File: config.mk
export PLATFORM = sky130hd
export DESIGN_NAME = vissue_ctrl
export DESIGN_NICKNAME = d
export VERILOG_FILES = /design/src/rtl/vissue_ctrl.sv
export SDC_FILE = /design/constraint.sdc
export NUM_CORES = 1
export LEC_CHECK = 0
export BUFFER_PORTS_ARGS = -buffer_cell sky130_fd_sc_hd__buf_2
export CORE_UTILIZATION = 31
export CTS_BUF_LIST = sky130_fd_sc_hd__clkbuf_8
export DETAILED_ROUTE_END_ITERATION = 10
export GPL_ROUTABILITY_DRIVEN = 0
export PLACE_DENSITY = 0.6
export SYNTH_ARGS = -nofsm -noshare
export SYNTH_HDL_FRONTEND = slang
export SYNTH_SLANG_ARGS = --single-unit
export TNS_END_PERCENT = 5
File: constraint.sdc
create_clock -name clk -period 6 [get_ports clk]
set_clock_uncertainty 0.1 [all_clocks]
set_input_delay 0 -clock clk [delete_from_list [all_inputs] [get_ports clk]]
set_output_delay 0 -clock clk [all_outputs]
set_load 0.01 [all_outputs]
File: src/rtl/vissue_ctrl.sv
// vissue_ctrl: single-entry vector issue controller.
// Holds one decoded micro-op, blocks it while any of its registers has a
// pending write, routes it to the execute or memory port, and turns vset
// micro-ops into a drain-then-pulse configuration sequence.
// Optional macro VISSUE_WB_BYPASS_EN: hazard and drain checks also see the
// writeback clears of the current cycle (saves one cycle per unblock).
module vissue_ctrl #(
  parameter int VECTOR_REGISTERS = 32,
  parameter int MICROOP_WIDTH    = 7,
  parameter int VL_WIDTH         = 9
) (
  input  logic                     clk,
  input  logic                     rst,
  input  logic                     in_valid_i,
  output logic                     in_ready_o,
  input  logic [MICROOP_WIDTH-1:0] in_microop_i,
  input  logic [1:0]               in_fu_i,
  input  logic [4:0]               in_dst_i,
  input  logic [4:0]               in_src1_i,
  input  logic [4:0]               in_src2_i,
  input  logic                     in_writes_dst_i,
  input  logic                     in_reconfigure_i,
  input  logic [VL_WIDTH-1:0]      in_vl_i,
  output logic                     ex_valid_o,
  input  logic                     ex_ready_i,
  output logic                     mem_valid_o,
  input  logic                     mem_ready_i,
  output logic [MICROOP_WIDTH-1:0] iss_microop_o,
  output logic [4:0]               iss_dst_o,
  output logic [4:0]               iss_src1_o,
  output logic [4:0]               iss_src2_o,
  output logic [VL_WIDTH-1:0]      iss_vl_o,
  output logic                     cfg_valid_o,
  output logic [VL_WIDTH-1:0]      cfg_vl_o,
  input  logic                     wb_ex_valid_i,
  input  logic [4:0]               wb_ex_dst_i,
  input  logic                     wb_mem_valid_i,
  input  logic [4:0]               wb_mem_dst_i,
  output logic                     busy_o
);

  typedef enum logic [1:0] {
    EMPTY = 2'd0,
    HOLD  = 2'd1,
    DRAIN = 2'd2,
    CFG   = 2'd3
  } state_t;

  state_t state;
  state_t state_nx;

  logic [VECTOR_REGISTERS-1:0] pending;
  logic [VECTOR_REGISTERS-1:0] pending_nx;
  logic [VECTOR_REGISTERS-1:0] wb_clear;
  logic [VECTOR_REGISTERS-1:0] wb_set;
  logic [VECTOR_REGISTERS-1:0] pend_view;

  // held entry
  logic [MICROOP_WIDTH-1:0] e_microop;
  logic [1:0]               e_fu;
  logic [4:0]               e_dst;
  logic [4:0]               e_src1;
  logic [4:0]               e_src2;
  logic                     e_writes;
  logic [VL_WIDTH-1:0]      e_vl;

  logic hazard;
  logic fire;
  logic accept;

  // One-hot scoreboard mask for a register index, empty when not enabled.
  function automatic logic [VECTOR_REGISTERS-1:0] reg_bit(input logic en, input logic [4:0] idx);
    logic [VECTOR_REGISTERS-1:0] res;
    res = '0;
    if (en) begin
      res[idx] = 1'b1;
    end else begin
      res = '0;
    end
    return res;
  endfunction

  // Where a freshly accepted micro-op goes: vset drains, ex/mem ops are held,
  // anything else is dropped.
  function automatic state_t accept_target(input logic reconf, input logic [1:0] fu);
    state_t t;
    if (reconf) begin
      t = DRAIN;
    end else if ((fu == 2'b10) || (fu == 2'b00)) begin
      t = HOLD;
    end else begin
      t = EMPTY;
    end
    return t;
  endfunction

  assign wb_clear = reg_bit(wb_ex_valid_i, wb_ex_dst_i) | reg_bit(wb_mem_valid_i, wb_mem_dst_i);

`ifdef VISSUE_WB_BYPASS_EN
  assign pend_view = pending & ~wb_clear;
`else
  assign pend_view = pending;
`endif

  // Pending bits only fall while an entry is held, so once valid rises the
  // hazard cannot come back before the entry fires.
  assign hazard = pend_view[e_src1] | pend_view[e_src2] | (e_writes & pend_view[e_dst]);

  assign fire       = (ex_valid_o & ex_ready_i) | (mem_valid_o & mem_ready_i);
  assign in_ready_o = (state == EMPTY) | fire;
  assign accept     = in_valid_i & in_ready_o;

  // A set in the same cycle as a clear of the same register keeps the bit.
  assign wb_set     = reg_bit(fire & e_writes, e_dst);
  assign pending_nx = (pending & ~wb_clear) | wb_set;

  assign busy_o        = (state != EMPTY) | (|pending);
  assign iss_microop_o = e_microop;
  assign iss_dst_o     = e_dst;
  assign iss_src1_o    = e_src1;
  assign iss_src2_o    = e_src2;
  assign iss_vl_o      = e_vl;

  // State register and scoreboard.
  always_ff @(posedge clk or posedge rst) begin
    if (rst) begin
      state   <= EMPTY;
      pending <= '0;
    end else begin
      state   <= state_nx;
      pending <= pending_nx;
    end
  end

  // Entry capture whenever a micro-op is accepted (including discarded ones).
  always_ff @(posedge clk or posedge rst) begin
    if (rst) begin
      e_microop <= '0;
      e_fu      <= 2'b00;
      e_dst     <= 5'd0;
      e_src1    <= 5'd0;
      e_src2    <= 5'd0;
      e_writes  <= 1'b0;
      e_vl      <= '0;
    end else if (accept) begin
      e_microop <= in_microop_i;
      e_fu      <= in_fu_i;
      e_dst     <= in_dst_i;
      e_src1    <= in_src1_i;
      e_src2    <= in_src2_i;
      e_writes  <= in_writes_dst_i;
      e_vl      <= in_vl_i;
    end
  end

  // Next-state logic.
  always_comb begin
    state_nx = state;
    case (state)
      EMPTY: begin
        if (in_valid_i) begin
          state_nx = accept_target(in_reconfigure_i, in_fu_i);
        end else begin
          state_nx = EMPTY;
        end
      end
      HOLD: begin
        if (fire) begin
          if (in_valid_i) begin
            state_nx = accept_target(in_reconfigure_i, in_fu_i);
          end else begin
            state_nx = EMPTY;
          end
        end else begin
          state_nx = HOLD;
        end
      end
      DRAIN: begin
        if (pend_view == '0) begin
          state_nx = CFG;
        end else begin
          state_nx = DRAIN;
        end
      end
      CFG:     state_nx = EMPTY;
      default: state_nx = EMPTY;
    endcase
  end

  // Port strobes decoded from the state and held entry.
  always_comb begin
    ex_valid_o  = 1'b0;
    mem_valid_o = 1'b0;
    cfg_valid_o = 1'b0;
    cfg_vl_o    = '0;
    case (state)
      HOLD: begin
        ex_valid_o  = ~hazard & (e_fu == 2'b10);
        mem_valid_o = ~hazard & (e_fu == 2'b00);
      end
      CFG: begin
        cfg_valid_o = 1'b1;
        cfg_vl_o    = e_vl;
      end
      default: begin
        ex_valid_o  = 1'b0;
        mem_valid_o = 1'b0;
      end
    endcase
  end

endmodule

After elaboration in Yosys (flattened, before gate mapping)

Index checks and enable logic that the tools add are counted.

Bits in registers: 68
Output and inout bits: 45

$lt $le $gt $ge: 8
Equality and inequality tests: 5
Muxes and demuxes: 25
Bitwise operators: 17
Reduce and logical (&&, ||, !) cells: 10

Operators with widths:

| operator                                                                            | number |
|---|---|
| 32-bit 2-to-1 mux                                                                   | 3 |
| 32-bit bitwise OR                                                                   | 2 |
| 32-bit AND                                                                          | 1 |
| 32-bit logical NOT                                                                  | 1 |
| 32-bit NOT                                                                          | 1 |
| 32-bit OR reduction                                                                 | 1 |
| 5-bit by 6-bit < comparator with 1-bit output, second input constant                | 5 |
| 1-bit binary-select mux with 5-bit select                                           | 3 |
| 1-bit demux with 5-bit select                                                       | 3 |
| 5-bit by 1-bit greater-or-equal comparator with 1-bit output, second input constant | 3 |
| 1-bit 2-to-1 mux                                                                    | 11 |
| 9-bit 2-to-1 mux                                                                    | 1 |
| 2-bit equality test, second input constant                                          | 4 |
| 2-bit one-hot mux with 4 select lines                                               | 1 |
| 1-bit AND                                                                           | 7 |
| 2-bit logical NOT                                                                   | 3 |
| 2-bit 2-to-1 mux                                                                    | 3 |
| 1-bit bitwise OR                                                                    | 5 |
| 1-bit logical AND                                                                   | 3 |
| 2-bit by 1-bit equality test with 1-bit output, second input constant               | 1 |
| 2-bit nonzero test                                                                  | 1 |
| 1-bit logical OR                                                                    | 1 |
| 1-bit NOT                                                                           | 1 |

Depth between registers and ports, before layout

Depth in word-level cells: 12
Mapped depth: 10
Depth with buffers taken out: 6

Worst setup path after synthesis

OpenSTA, ideal clock, no wires.

Kind: register to register
Start: reg e_src1[0], in the netlist iss_src1_o[0]
End: reg e_fu[1]
Library setup time: 0.149 ns
Data arrival time: 2.461 ns
Path slack: 3.291 ns
Stages on the path, launching flop included: 10
Buffers on the path: 3
Path through: dfrtp_1 > buf_2 > mux4_2 > mux2i_1 > a21oi_1 > o32a_1 > buf_2 > clkbuf_1 > o31ai_1 > o311ai_0

Cells in the longest elaborated chain, start to end: 11
Elaborated cells on any way between the ends: 14
Those cells by class: 4 x mux; 10 x bitwise

Ends and longest elaborated chain:

| item                                          | RTL line | RTL |
|---|---|---|
| start, declared                               | 62       | `logic [4:0] e_src1;` |
| start signal, assigned                        | 149      | `e_src1 <= in_src1_i;` |
| 1-bit binary-select mux with 5-bit select (*) | 107      | `assign hazard = pend_view[e_src1] \| pend_view[e_src2] \| (e_writes & pend_view[e_dst]);` |
| 1-bit 2-to-1 mux (not written as such) (*)    | 107      |  |
| 1-bit bitwise OR (*) (2 in series)            | 107      |  |
| 1-bit NOT (*)                                 | 198, 199 |  |
| 1-bit AND (on tied branches)                  | 198, 199 |  |
| 1-bit 2-to-1 mux                              | 196      | `case (state)` |
| 1-bit AND                                     | 109      | `assign fire = (ex_valid_o & ex_ready_i) \| (mem_valid_o & mem_ready_i);` |
| 1-bit bitwise OR (*)                          | 109      |  |
| 1-bit bitwise OR (*)                          | 110      | `assign in_ready_o = (state == EMPTY) \| fire;` |
| 1-bit AND (*)                                 | 111      | `assign accept = in_valid_i & in_ready_o;` |
| end signal, assigned                          | 147      | `e_fu <= in_fu_i;` |
| end, declared                                 | 60       | `logic [1:0] e_fu;` |

Every way passes the cells marked *; elsewhere a longest branch is shown, timed or not. The select of a mux whose other input is x is not followed.
A chain may end at the register's enable or synchronous reset.

Worst setup path after layout

Start: reg e_dst[1], in the netlist iss_dst_o[1]
End: reg state[1]

Cells in the longest elaborated chain, start to end: 11
Elaborated cells on any way between the ends: 14
Those cells by class: 6 x mux; 8 x bitwise

Ends and longest elaborated chain:

| item                                          | RTL line | RTL |
|---|---|---|
| start, declared                               | 61       | `logic [4:0] e_dst;` |
| start signal, assigned                        | 148      | `e_dst <= in_dst_i;` |
| 1-bit binary-select mux with 5-bit select (*) | 107      |  |
| 1-bit 2-to-1 mux (not written as such) (*)    | 107      |  |
| 1-bit AND (*)                                 | 107      |  |
| 1-bit bitwise OR (*)                          | 107      |  |
| 1-bit NOT (*)                                 | 198, 199 |  |
| 1-bit AND (on tied branches)                  | 198, 199 |  |
| 1-bit 2-to-1 mux                              | 196      |  |
| 1-bit AND                                     | 109      |  |
| 1-bit bitwise OR (*)                          | 109      |  |
| 2-bit 2-to-1 mux (*)                          | 168      | `if (fire) begin` |
| 2-bit one-hot mux with 4 select lines (*)     | 159      | `case (state)` |
| named net state_nx[1]                         | 50       | `state_t state_nx;` |
| end signal, assigned                          | 130      | `state <= state_nx;` |
| end, declared                                 | 49       | `state_t state;` |

The timed path passes the listed nets; every way through them passes the cells marked *. The select of a mux whose other input is x is not followed.

==> results.txt <==
- The clock net in this run drives a total of 68 sinks.
- Dividing the detail-routed wire length by the instance count gives 20.9 um.
- Startpoint of the most critical hold path: wb_ex_dst_i[4]
* Max_slew headroom: 19.2%
- For the final routed database, the setup TNS stands at 0 ns.
* Antenna-violating nets left: 0
* Part of the Yosys area used for sequential elements: 31.9%
- The number of hold-slack violations in the final timing report is 0.
- In this run the worst hold path is classified as in -> reg.
- CTS Buffer Depth: 2
- Static Leakage: 2.58 nW
- Die area: 17700 sq um
* Synthesized Nets: 661
- Synthesis inferred 68 register bits.
- Count of different cell masters after synthesis: 48
- Met3 wirelength from detailed routing: 1310 um
- Total via count after detailed routing: 5808
* Antenna violations before repair: 0
* Mean number of vias per cell: 6.33
* Htree depth: 3
- The flow ran to the end, and the final reports show no timing, DRC or antenna violations.
* Antenna diode count: 0
- The floorplan has 47 rows.
* Clock buffer count from CTS: 9
- Synth top cells by count: nand2_1, dfrtp_1, clkbuf_1, a31oi_1, o31ai_1
- Routed met1 length: 8220 um
- Shortest period the worst path allows: 3.64 ns
- Tracing the worst setup path back leads to its startpoint at iss_dst_o[1].
- After synthesis the cells add up to 5340 sq um.
- Highest metal layer used by the detailed router: met4
- Summed over all layers, the routed wires come to 19200 um.
* Peak fanout along the critical path: 65
- At the worst endpoint, the required time is 6.21 ns.
- Area added between synthesis and finish: 20.2%
- The worst setup path is captured at a flop.
* Critical path type: reg -> reg
- Post-synth EDFFs: 0
- After global routing the overflow that remains totals 0.
- The number of max-slew violations in the final report came to 0.
- Launching point of the worst reg2reg path: iss_dst_o[1]
- Synthesis produced 609 cells.
- Measured along the x axis, the die boundary spans 133 um.
- Drc violations: 0
- The top cell type by area accounts for 31.9% of the synthesized area.
- TritonCTS built the clock tree.
- The worst setup path is launched from a flop.
- For this block, the initial DRC count from the detailed router was 666.
* Placeable core region: 16700 sq um
- IR Drop Worst-Case VDD: 0.184 mV
* Crit share post-route: 60.7%
- Largest net degree at the start of global routing: 69
- Met2 routed WL: 9040 um
- The finished layout holds 917 standard cells, fillers aside.
* Leading area contributor after synthesis: dfrtp_1
* Setup repair after global routing missed its margin: no
- The Yosys step of the flow raised 0 warnings.
- Cells with a size suffix above 1 make up 20.7% of the layout.
- For this design the top-level I/O count stands at 97.
* Main synth FF type: dfrtp_1
- For this run, the total global-route usage over all layers was measured as 21.5%.
* Average footprint of a synthesized cell: 8.76 sq um
- Most repeated cell in the gate-level netlist after synthesis: nand2_1
- The wire-length estimate of the detail-placed layout is 12300 um.
- In this run the clock root is driven by a clkbuf_8.
- Resized Gates After CTS: 0
- After synthesis, the share of flip-flops with an asynchronous set or reset is 100%.
- The number of placed instances, taps included, is 867.
- Critical path arrival: 3.85 ns
- The later pin in the worst-skew pair is clocked with a latency of 0.37 ns.
- The tool flagged a number of max-cap violations equal to 0.
- Synth top area cells: dfrtp_1, mux4_2, nand2_1
- Final setup fails: 0
* Achievable frequency: 275 MHz
- Die Height: 133 um
- First-pass GRT wire length: 30200 um
- The pre-antenna-repair detailed-routing pass consisted of 5 iterations.
- Vias in the first global route: 5523
* Power per cell area: 483 nW/um^2
- Measured slew at the worst slew-check pin: 1.21 ns
- In the final design database the tool counted 746 nets.
- Input and output buffers added on the ports amount to 96.
- Starting Density: 31.9%
* Register clock-pin slew on the reported worst setup and hold paths: 0.08 ns
critical path, cell delays in order (launching register included):
cell	delay [ns]
dfrtp_1	0.90
mux2i_1	0.29
o22ai_1	0.11
or4_1	0.54
a211o_2	0.31
buf_4	0.33
a2111oi_0	0.72
o21ba_2	0.21
final timing paths:
path / end / slack, ns / cells after the start
max: state[1] / 2.36 / 7
min: pend_view[15] / 0.11 / 5
max reg2reg: state[1] / 2.36 / 7
min reg2reg: e_fu[0] / 0.44 / 2
max in group asynchronous: pend_view[13] / 4.81 / 4
min in group asynchronous: iss_src2_o[3] / 0.33 / 4
power breakdown:
part | switching [mW] | internal (mW) | total [mW]
clock | 0.184 | 0.178 | 0.362
combinational | 1.07 | 0.692 | 1.76
sequential | 0.344 | 0.625 | 0.970
total | 1.60 | 1.50 | 3.10
sequential cells by signal, summed over array words and instances (netlist names):
name / cells
iss_vl_o: 9
pend_view: 32
state: 2
e_fu: 2
e_writes: 1
iss_dst_o: 5
iss_src2_o: 5
iss_microop_o: 7
iss_src1_o: 5
cell usage in the layout, fill, tap and decap left out, types with 2 or more instances in the layout:
master	n
o2bb2ai_1	19
o31ai_1	33
a31oi_1	34
mux4_2	14
clkinv_2	2
or3_1	5
nand2_1	81
nand4_1	2
o22ai_1	19
o221ai_1	3
and3b_1	4
nor4_1	12
o41ai_1	32
nor2_1	27
a22oi_1	32
o311ai_1	7
nor3_1	3
and3_1	14
nand3_1	4
dlygate4sd3_1	36
buf_2	96
inv_1	17
and2_1	20
or3b_2	2
nand3b_1	7
mux2i_1	24
buf_4	8
o311ai_0	26
dfrtp_1	68
o21ai_0	2
a21oi_1	3
nor3b_1	9
clkbuf_8	12
repair_timing:
action	4_1_cts	5_1_grt
hold endpoints to repair	104	0
hold buffers	36	0
setup buffers	0	0
logic make-up after synthesis:
logic type             count (synthesis)  share of synthesized area (%)
AND/OR/NAND/NOR                      196                           18.5
multiplexers                          39                           10.6
AO/OA/AOI/OAI                        222                           32.2
flip-flops                            68                           31.9
buffers and inverters                 84                           6.87
through the flow:
stage	area (sq um)	utilization (%)	setup slack, ns	power, mW	hold slack [ns]
floorplan	5340	-	3.29	2.14	0.0798
global placement	5880	35.2	2.74	2.61	0.195
detailed placement	5880	35.2	2.47	2.69	0.209
CTS	6410	38.4	2.44	3.07	0.0654
global route	6410	38.4	2.13	3.31	0.134
finish	6410	38.4	2.36	3.10	0.105
final cells by class:
type / count / area [sq um]
Fill cell: 1666 / 10300
Multi-Input combinational cell: 457 / 3290
Sequential cell: 68 / 1700
Timing Repair Buffer: 140 / 901
Tap cell: 220 / 275
Clock buffer: 12 / 165
Inverter: 18 / 67.6
Clock inverter: 2 / 10.0
metal layers:
| layer | vias to the layer above | track usage [%] |
|---|---|---|
| met5 | - | 0 |
| met4 | 0 | 9.60 |
| met3 | 49 | 3.46 |
| met2 | 291 | 33.9 |
| met1 | 2861 | 28.9 |
| li1 | 2607 | - |
Power figures use the tool's default switching activity.
